==> src/rtl/lock_pkg.sv <==
// Shared types and constants for the combination lock and its code writer.
package lock_pkg;

    localparam int NUM_DIGITS = 6;
    localparam int DIGIT_W    = 4;

    // Programming FSM states; encodings double as the status codes.
    typedef enum logic [2:0] {
        S_IDLE    = 3'd0,
        S_ENTER   = 3'd1,
        S_CONFIRM = 3'd2,
        S_DONE    = 3'd3,
        S_ERROR   = 3'd4
    } state_t;

    localparam logic [2:0] ST_IDLE    = 3'd0;
    localparam logic [2:0] ST_ENTER   = 3'd1;
    localparam logic [2:0] ST_CONFIRM = 3'd2;
    localparam logic [2:0] ST_DONE    = 3'd3;
    localparam logic [2:0] ST_ERROR   = 3'd4;

    // Active-low 7-segment patterns, bit 6 = segment g ... bit 0 = segment a.
    localparam logic [6:0] SEG_BLANK = 7'h7F;
    localparam logic [6:0] SEG_E     = 7'b0000110;

    // Map an FSM state onto the externally visible status code.
    function automatic logic [2:0] status_of(input state_t s);
        logic [2:0] st;
        case (s)
            S_IDLE:    st = ST_IDLE;
            S_ENTER:   st = ST_ENTER;
            S_CONFIRM: st = ST_CONFIRM;
            S_DONE:    st = ST_DONE;
            S_ERROR:   st = ST_ERROR;
            default:   st = ST_ERROR;
        endcase
        return st;
    endfunction

endpackage

==> src/rtl/seg7_bcd.sv <==
// BCD digit to active-low 7-segment pattern; non-BCD values show blank.
module seg7_bcd (
    input  logic [3:0] bcd,
    output logic [6:0] seg
);
    import lock_pkg::*;

    // Segment lookup for 0..9, blank for A..F.
    always_comb begin
        seg = SEG_BLANK;
        case (bcd)
            4'd0:    seg = 7'b1000000;
            4'd1:    seg = 7'b1111001;
            4'd2:    seg = 7'b0100100;
            4'd3:    seg = 7'b0110000;
            4'd4:    seg = 7'b0011001;
            4'd5:    seg = 7'b0010010;
            4'd6:    seg = 7'b0000010;
            4'd7:    seg = 7'b1111000;
            4'd8:    seg = 7'b0000000;
            4'd9:    seg = 7'b0010000;
            default: seg = SEG_BLANK;
        endcase
    end

endmodule

==> src/rtl/lock_code_writer.sv <==
// Two-pass (entry + confirm) programmer for the lock's stored code.
// A matching confirm commits the code with a single-cycle write pulse.
module lock_code_writer #(
    parameter int                                NUM_DIGITS   = lock_pkg::NUM_DIGITS,
    parameter int                                DIGIT_W      = lock_pkg::DIGIT_W,
    parameter logic [NUM_DIGITS*DIGIT_W-1:0]     DEFAULT_CODE = 24'h654321
) (
    input  logic                          clk,
    input  logic                          rst_n,
    input  logic                          prog_start,
    input  logic                          abort,
    input  logic [DIGIT_W-1:0]            digit_in,
    input  logic                          digit_valid,
    output logic [NUM_DIGITS*DIGIT_W-1:0] code_out,
    output logic                          code_wr,
    output logic [2:0]                    status,
    output logic [2:0]                    digit_cnt,
    output logic [6:0]                    hex0
);
    import lock_pkg::*;

    localparam int         CODE_W   = NUM_DIGITS * DIGIT_W;
    localparam logic [2:0] LAST_IDX = 3'(NUM_DIGITS - 1);

    state_t              state_r;
    state_t              state_nxt_s;
    logic [CODE_W-1:0]   buf1_r;
    logic [CODE_W-1:0]   buf1_nxt_s;
    logic                mismatch_r;
    logic                mismatch_nxt_s;
    logic                mismatch_now_s;
    logic [2:0]          cnt_r;
    logic [2:0]          cnt_nxt_s;
    logic [CODE_W-1:0]   code_r;
    logic [CODE_W-1:0]   code_nxt_s;
    logic                wr_r;
    logic                wr_nxt_s;
    logic [6:0]          hex_r;
    logic [6:0]          hex_nxt_s;
    logic [2:0]          status_r;
    logic [6:0]          seg_s;
    logic                digit_ok_s;
    logic [DIGIT_W-1:0]  ref_digit_s;

    seg7_bcd u_seg (
        .bcd (digit_in),
        .seg (seg_s)
    );

    assign digit_ok_s  = (digit_in <= 4'd9);
    assign ref_digit_s = buf1_r[int'(cnt_r) * DIGIT_W +: DIGIT_W];

    // Next-state, buffer, counter and display decode with abort > prog_start > digit priority.
    always_comb begin
        state_nxt_s    = state_r;
        buf1_nxt_s     = buf1_r;
        mismatch_nxt_s = mismatch_r;
        mismatch_now_s = mismatch_r | (digit_in != ref_digit_s);
        cnt_nxt_s      = cnt_r;
        code_nxt_s     = code_r;
        wr_nxt_s       = 1'b0;
        hex_nxt_s      = hex_r;

        if (abort) begin
            state_nxt_s    = S_IDLE;
            buf1_nxt_s     = '0;
            mismatch_nxt_s = 1'b0;
            cnt_nxt_s      = 3'd0;
            hex_nxt_s      = SEG_BLANK;
        end else if (prog_start) begin
            state_nxt_s    = S_ENTER;
            buf1_nxt_s     = '0;
            mismatch_nxt_s = 1'b0;
            cnt_nxt_s      = 3'd0;
            hex_nxt_s      = SEG_BLANK;
        end else if (digit_valid) begin
            case (state_r)
                S_ENTER: begin
                    if (digit_ok_s) begin
                        buf1_nxt_s[int'(cnt_r) * DIGIT_W +: DIGIT_W] = digit_in;
                        hex_nxt_s = seg_s;
                        if (cnt_r == LAST_IDX) begin
                            state_nxt_s = S_CONFIRM;
                            cnt_nxt_s   = 3'd0;
                        end else begin
                            cnt_nxt_s = cnt_r + 3'd1;
                        end
                    end else begin
                        state_nxt_s = S_ERROR;
                        cnt_nxt_s   = 3'd0;
                        hex_nxt_s   = SEG_E;
                    end
                end
                S_CONFIRM: begin
                    if (digit_ok_s) begin
                        hex_nxt_s      = seg_s;
                        mismatch_nxt_s = mismatch_now_s;
                        if (cnt_r == LAST_IDX) begin
                            cnt_nxt_s = 3'd0;
                            if (mismatch_now_s) begin
                                state_nxt_s = S_ERROR;
                            end else begin
                                state_nxt_s = S_DONE;
                                code_nxt_s  = buf1_r;
                                wr_nxt_s    = 1'b1;
                            end
                        end else begin
                            cnt_nxt_s = cnt_r + 3'd1;
                        end
                    end else begin
                        state_nxt_s = S_ERROR;
                        cnt_nxt_s   = 3'd0;
                        hex_nxt_s   = SEG_E;
                    end
                end
                default: begin
                    state_nxt_s = state_r;
                end
            endcase
        end else begin
            state_nxt_s = state_r;
        end
    end

    // State, datapath and registered outputs; status is decoded from the next state.
    always_ff @(posedge clk or negedge rst_n) begin
        if (!rst_n) begin
            state_r    <= S_IDLE;
            buf1_r     <= '0;
            mismatch_r <= 1'b0;
            cnt_r      <= 3'd0;
            code_r     <= DEFAULT_CODE;
            wr_r       <= 1'b0;
            hex_r      <= SEG_BLANK;
            status_r   <= ST_IDLE;
        end else begin
            state_r    <= state_nxt_s;
            buf1_r     <= buf1_nxt_s;
            mismatch_r <= mismatch_nxt_s;
            cnt_r      <= cnt_nxt_s;
            code_r     <= code_nxt_s;
            wr_r       <= wr_nxt_s;
            hex_r      <= hex_nxt_s;
            status_r   <= status_of(state_nxt_s);
        end
    end

    assign code_out  = code_r;
    assign code_wr   = wr_r;
    assign status    = status_r;
    assign digit_cnt = cnt_r;
    assign hex0      = hex_r;

endmodule

==> config.mk <==
export PLATFORM = sky130hd
export DESIGN_NAME = lock_code_writer
export DESIGN_NICKNAME = d
export VERILOG_FILES = /design/src/rtl/lock_pkg.sv /design/src/rtl/seg7_bcd.sv /design/src/rtl/lock_code_writer.sv
export SDC_FILE = /design/constraint.sdc
export NUM_CORES = 1
export LEC_CHECK = 0
export CAP_MARGIN = 15
export CELL_PAD_IN_SITES_DETAIL_PLACEMENT = 2
export CELL_PAD_IN_SITES_GLOBAL_PLACEMENT = 2
export CORE_ASPECT_RATIO = 1.4
export CORE_UTILIZATION = 37
export CTS_BUF_LIST = sky130_fd_sc_hd__clkbuf_4 sky130_fd_sc_hd__clkbuf_8
export DETAILED_ROUTE_END_ITERATION = 12
export PLACE_DENSITY = 0.92
export SKIP_LAST_GASP = 1
export SYNTH_ARGS = -nofsm -noshare
export SYNTH_HDL_FRONTEND = slang
export SYNTH_SLANG_ARGS = --single-unit
==> constraint.sdc <==
create_clock -name clk -period 3.5 [get_ports clk]
set_input_delay 0.525 -clock clk [delete_from_list [all_inputs] [get_ports clk]]
set_output_delay 0.525 -clock clk [all_outputs]
set_load 0.02 [all_outputs]
# Word level (Yosys, flattened, before mapping)
# Memories as Yosys holds them, arrays and structs flattened.
# Cells that the tools add are included.
[classes]
shift = 3
bitwise = 4
n_reduce_logical = 11
eq_ne = 7
n_mux = 39
magnitude_cmp = 1
n_addsub = 2
[ops]
columns = ["op", "n"]
rows = [
  ["$mux 24", 5],
  ["$mux 3", 14],
  ["$mux 7", 5],
  ["$neg 5->33", 1],
  ["$shift 4x33->24 const A", 1],
  ["$shiftx 4x33->24", 1],
  ["$bwmux 24", 1],
  ["$shiftx 24x6->4", 1],
  ["$reduce_bool 3->1", 5],
  ["$mux 1", 12],
  ["$pmux 3 s4", 1],
  ["$eq 3x2->1 const B", 3],
  ["$reduce_and 7->1", 1],
  ["$eq 3x1->1 const B", 2],
  ["$pmux 3 s2", 1],
  ["$reduce_and 3->1", 2],
  ["$le 4x4->1 const B", 1],
  ["$ne 4x4->1", 1],
  ["$add 3x1->3 const B", 1],
  ["$eq 3x3->1 const B", 1],
  ["$logic_not 3->1", 1],
  ["$not 1->1", 3],
  ["$reduce_and 2->1", 1],
  ["$reduce_or 2->1", 1],
  ["$or 1x1->1", 1],
]
[totals]
output_inout_bits = 38
ff_bits = 66
mem_bits_ro = 112
inputBits = 9
n_memories = 1
elab_cells = 76
[memory_table]
columns = ["name", "words", "word_bits", "rd", "rd_clocked_by_memory_dff", "write_ports", "line_no", "rtl"]
rows = [
  ["(name not given)", 16, 7, 1, 0, 0, "seg7_bcd.sv:11", "case (bcd)"],
]

# Logic depth before layout (Yosys ltp)
[depth]
ltp_word = 12
mapped_depth = 11
ltp_nobuf = 8

# Hierarchy
# From an unflattened synthesis, not the netlist that was laid out.
[hier_totals]
hier_cells = 329
hier_area_um2 = 3567.2
[by_module_without_submodules]
columns = ["mod", "cells_each", "seq_area_each_um2", "area_per_inst_um2", "n_inst"]
rows = [
  ["lock_code_writer", 298, 1671.6, 3367.0, 1],
  ["seg7_bcd", 31, 0.0, 200.2, 1],
]

# Least setup slack after synthesis
# No wires, ideal clock.
[synth_path]
path_type = "flip-flop to flip-flop"
startpoint = "register cnt_r[0] (netlist: digit_cnt[0])"
endpoint = "register code_r[10] (netlist: code_out[10])"
n_path_buf = 4
arrival_ns = 2.898
setup_ns = 0.125
stages_incl_launch_ff = 11
required_ns = 3.375
path_slack_ns = 0.477
path_cell_list = "dfrtp_1 > buf_6 > clkbuf_1 > mux2i_1 > a2bb2oi_1 > xnor2_1 > or3_1 > or4_1 > buf_2 > buf_6 > mux2_4"
[synth_between]
elab_chain_len = 5
word_cells_on_any_way = 6
cone_classes = "eq/ne (2); shift (1); bitwise (2); reduce/logical (1)"
[synth_rtl]
columns = ["item", "line_no", "rtl"]
rows = [
  ["start, declared", "lock_code_writer.sv:32", "logic [2:0] cnt_r;"],
  ["start signal, assigned", "lock_code_writer.sv:140", "cnt_r <= cnt_nxt_s;"],
  ["$shiftx 24x6->4", "lock_code_writer.sv:51", "assign ref_digit_s = buf1_r[int'(cnt_r) * DIGIT_W +: DIGIT_W];"],
  ["$ne 4x4->1", "lock_code_writer.sv:58", "mismatch_now_s = mismatch_r | (digit_in != ref_digit_s);"],
  ["$or 1x1->1", "lock_code_writer.sv:58", ""],
  ["$not 1->1 (no line)", "--", ""],
  ["$reduce_and 7->1 (no line) (*)", "--", ""],
  ["end signal, assigned", "lock_code_writer.sv:141", "code_r <= code_nxt_s;"],
  ["end, declared", "lock_code_writer.sv:34", "logic [CODE_W-1:0] code_r;"],
]
# Mark *: on every way between the ends. The rest lies on a longest branch, timed or not.
# A chain may end at the register's enable or synchronous reset.

# Final worst setup path
[layout_path]
startpoint = "register cnt_r[0] (netlist: digit_cnt[0])"
endpoint = "register code_r[19] (netlist: code_out[19])"
# Same word-level chain as after synthesis.

==> impl_summary.txt <==
----------------------------------------------------
[Power and ir drop]
  Worst supply voltage drop on vdd ... 0.226 mV
  Share of total power consumed by net switching ... 25.3%
  Sw power ... 419 uW
  Combinational share of power ... approximately 8%
  Internal power summed over all cells ... between 1 and 1.5 mW
  Clock power share ... 45.2%
  Leakage component of the power ... ~1.9 nW
  Overall power after layout ... 1.65 mW
  PwrDens ... around 380 mW/mm^2
  Sequential fraction of design power ... 46.8%

[STA]
  Maximum achievable frequency ... ~300 MHz
  Worst hold slack across all endpoints ... 92.5 ps
  RSZ-0062 raised after global routing ... no
  Fin. Hold Viols ... 0
  Tmin final ... 3320 ps
  Worst relative slew slack ... roughly 44%
  Final slew viol count ... 0
  Setup tns final ... 0 ps
  Worst-Margin Slew ... 841 ps
  Final setup fails ... 0
  Clock skew after layout ... 7.81 ps
  Final period util ... 94.8%
  Final setup slack of the worst path ... 181 ps

[Yosys]
  Number of flops mapped to enable cells by yosys ... 0
  Multiplexer share of the synthesized area ... 21.5%
  Synthesized area divided by synthesized cell count ... 11.2 sq um
  Synthesized instance count ... 313
  Post-synthesis cell type count ... 47
  Post-synth ARST share ... 100%
  Main combinational cell family by area after synthesis ... multiplexers
  Post-synthesis compound-gate area fraction ... ~8.7%
  Leading area contributor after synthesis ... sky130_fd_sc_hd__dfrtp_1
  Flip-flop and latch count after synthesis ... 66
  Sequential fraction of the synthesis area ... 47.9%
  XOR/XNOR share of the synthesized area ... 0.752%
  Warnings, synthesis ... 0
  Total nets after synthesis ... around 330
  Dominant register cell in the synthesized netlist ... sky130_fd_sc_hd__dfrtp_1
  Basic-gate share of the synthesized area counting and, or, nand and nor cells ... a little over an eighth
  Adder and majority cell fraction of the synthesized area ... 3.58%
  Post-synthesis instance area ... 0.00349 sq mm
  Top-area cell type share of the netlist area ... a little over a third
  Leading cell types by total area after synthesis ... sky130_fd_sc_hd__dfrtp_1, sky130_fd_sc_hd__dfstp_2, sky130_fd_sc_hd__mux2i_1

[Worst setup path]
  Startpoint class of the critical path ... register
  Type of the worst setup path ... reg2reg
  Crit. End Element ... register
  Data arrival time at the worst-slack endpoint ... 3570 ps
  CP max FO ... 24
  WP data required ... 3750 ps

[Routing]
  Vias after detailed routing ... 2720
  Total wirelength of the detailed-routed design ... 10500 um
  Vias/cell ... 5.69
  Number of nets still failing antenna checks after routing ... 0
  Drt initial violations ... 84
  DRT Pass-1 Iters ... 8
  Mean routed wirelength per cell ... 22.0 um
  Post-route DRC ... 4

[Global route]
  Largest net degree at the start of global routing ... 33
  Total congestion overflow ... 0
  Number of global-route vias before repair ... between 3000 and 4000
  Initial antenna violation count ... 0
  First-pass GRT wire length ... 16900 um
  All-layer global routing usage ... a little under a quarter

[Floorplan]
  Starting density of the core ... 38.5%
  Chip Height ... 117 um
  Number of rows created at floorplan ... 41
  Die ar. ... a little under 0.01 sq mm
  Horiz. Die Dim ... 84.1 um
  CORE AREA ... 0.00908 sq mm
  Top Ports ... 47

[Finish]
  Total area of sequential cells ... approximately 0.0017 sq mm
  Leading cell type in the layout, fill and taps excluded ... sky130_fd_sc_hd__dfrtp_1
  Share of cells above drive strength 1 ... 20.5%
  Post-layout nets ... 385
  Area of the multi-input gates ... roughly 0.0017 sq mm
  N_diodes ... 0
  Area growth from synthesis to layout ... 24.3%
  Number of inserted filler cells in the final layout ... 918
  Highest-count cells in the layout ignoring fill and taps ... sky130_fd_sc_hd__dfrtp_1, sky130_fd_sc_hd__clkdlybuf4s50_1, sky130_fd_sc_hd__nor2_1, sky130_fd_sc_hd__mux2i_1, sky130_fd_sc_hd__mux2_4

[Clocking]
  Clock tree root driver cell ... sky130_fd_sc_hd__clkbuf_8
  Post-CTS Hold Fix Bufs ... 0
  Sink Count ... 66
  Clock edge transition at the registers on the reported setup and hold paths ... 80 ps
  CTS tree ... yes
  Clock H-tree levels ... 3
  Maximum root-to-sink buffer count ... 2
  Num CTS Buffers ... 9
  Number of setup buffers added after CTS ... 0
  CTS-repair resized insts ... 0
  Clock latency on the worst-skew pair ... between 300 and 400 ps

[Place]
  Number of port buffers ... 46
  Weighted congestion reported at the end of routability-driven placement ... 0.894
  Setup slack at placement ... 223 ps
  Dpl hpwl ... approximately 7500 um

[Min path]
  Hold Path Class ... in2async

[Flow run]
  Max-capacitance violation count ... 0

[Run status]
  Violated checks ... DRC
  Result of the run ... finished with violations

----------------------------------------------------
-- final cells by class --
type,count,area share [%]
timing repair buffer,62,13.5
clock buffer,10,3.17
sequential,66,38.5
inverter,11,0.951
multi-input combinational,216,38.7
tap,107,3.08
clock inverter,6,2.05
-- cells in the mapped netlist, types with 4 or more instances --
library cell and instances:
sky130_fd_sc_hd__o21ai_0 13, sky130_fd_sc_hd__nor3b_1 4, sky130_fd_sc_hd__mux2i_1 35, sky130_fd_sc_hd__mux2_1 4, sky130_fd_sc_hd__and3_1 4, sky130_fd_sc_hd__inv_1 10, sky130_fd_sc_hd__or3_1 5, sky130_fd_sc_hd__ha_1 10
sky130_fd_sc_hd__dfrtp_1 50, sky130_fd_sc_hd__nand2_1 12, sky130_fd_sc_hd__nor3_1 4, sky130_fd_sc_hd__mux2_4 20, sky130_fd_sc_hd__nor2_1 35, sky130_fd_sc_hd__a21oi_1 15, sky130_fd_sc_hd__dfstp_2 16, sky130_fd_sc_hd__nand3_1 7
sky130_fd_sc_hd__a31oi_1 6, sky130_fd_sc_hd__clkbuf_1 15
-- registers in the layout (all words and copies together), names as in the netlist --
name        count
buf1_r         24
code_out       24
hex0            7
digit_cnt       3
state_r         3
status          3
code_wr         1
mismatch_r      1
-- logic make-up after synthesis --
group           after synthesis
fa+ha+maj                    10
compound gates               49
simple gates                 92
buf+inv                      31
mux                          62
flops                        66
xor+xnor                      3
-- final timing paths --
kind	startpoint	to	slack (ps)	cells after the start
worst max-delay path	digit_cnt[0]$_DFFE_PN0P_	code_out[19]$_DFFE_PN0P_	180	7
worst min register to register	hex0[4]$_DFFE_PN1P_	hex0[4]$_DFFE_PN1P_	500	2
worst max register to register	digit_cnt[0]$_DFFE_PN0P_	code_out[19]$_DFFE_PN0P_	180	7
min in group clk	hex0[4]$_DFFE_PN1P_	hex0[4]$_DFFE_PN1P_	500	2
worst min-delay path	rst_n	digit_cnt[2]$_DFFE_PN0P_	90	1
max in group asynchronous	rst_n	code_out[8]$_DFFE_PN1P_	2660	2
-- metal layers --
| layer | vias up | track usage [%] | wire (um) |
|---|---|---|---|
| li1 | 1213 | - | - |
| met3 | 22 | 5.05 | 294 |
| met5 | - | 0 | 0 |
| met1 | 1426 | 25.5 | 4210 |
| met2 | 59 | 43.5 | 5660 |
| met4 | 0 | 11.5 | 340 |
-- power by group through the flow --
stage          Sequential [mW]  Combinational (mW)  Clock, mW
2_1_floorplan            0.792              0.0604          0
3_3_place_gp             0.788               0.122          0
3_5_place_dp             0.789               0.130          0
4_1_cts                  0.775               0.134      0.773
5_1_grt                  0.775               0.144      0.796
6_report                 0.775               0.132      0.748
-- worst max-delay path, cell delays in order (launching register included) --
cell,delay (ps)
sky130_fd_sc_hd__dfrtp_1,630
sky130_fd_sc_hd__mux4_2,620
sky130_fd_sc_hd__a2bb2oi_1,260
sky130_fd_sc_hd__xnor2_1,160
sky130_fd_sc_hd__or3_1,400
sky130_fd_sc_hd__or4_1,590
sky130_fd_sc_hd__buf_12,210
sky130_fd_sc_hd__mux2_1,330
-- metrics by stage --
step,instance area [sq um],instances,util [%]
2_1_floorplan,3490,313,-
3_3_place_gp,4120,462,45.3
3_5_place_dp,4120,462,45.3
4_1_cts,4340,478,47.8
5_1_grt,4340,478,47.8
6_report,4340,478,47.8
Note: power is estimated with default switching activity, not from simulation.
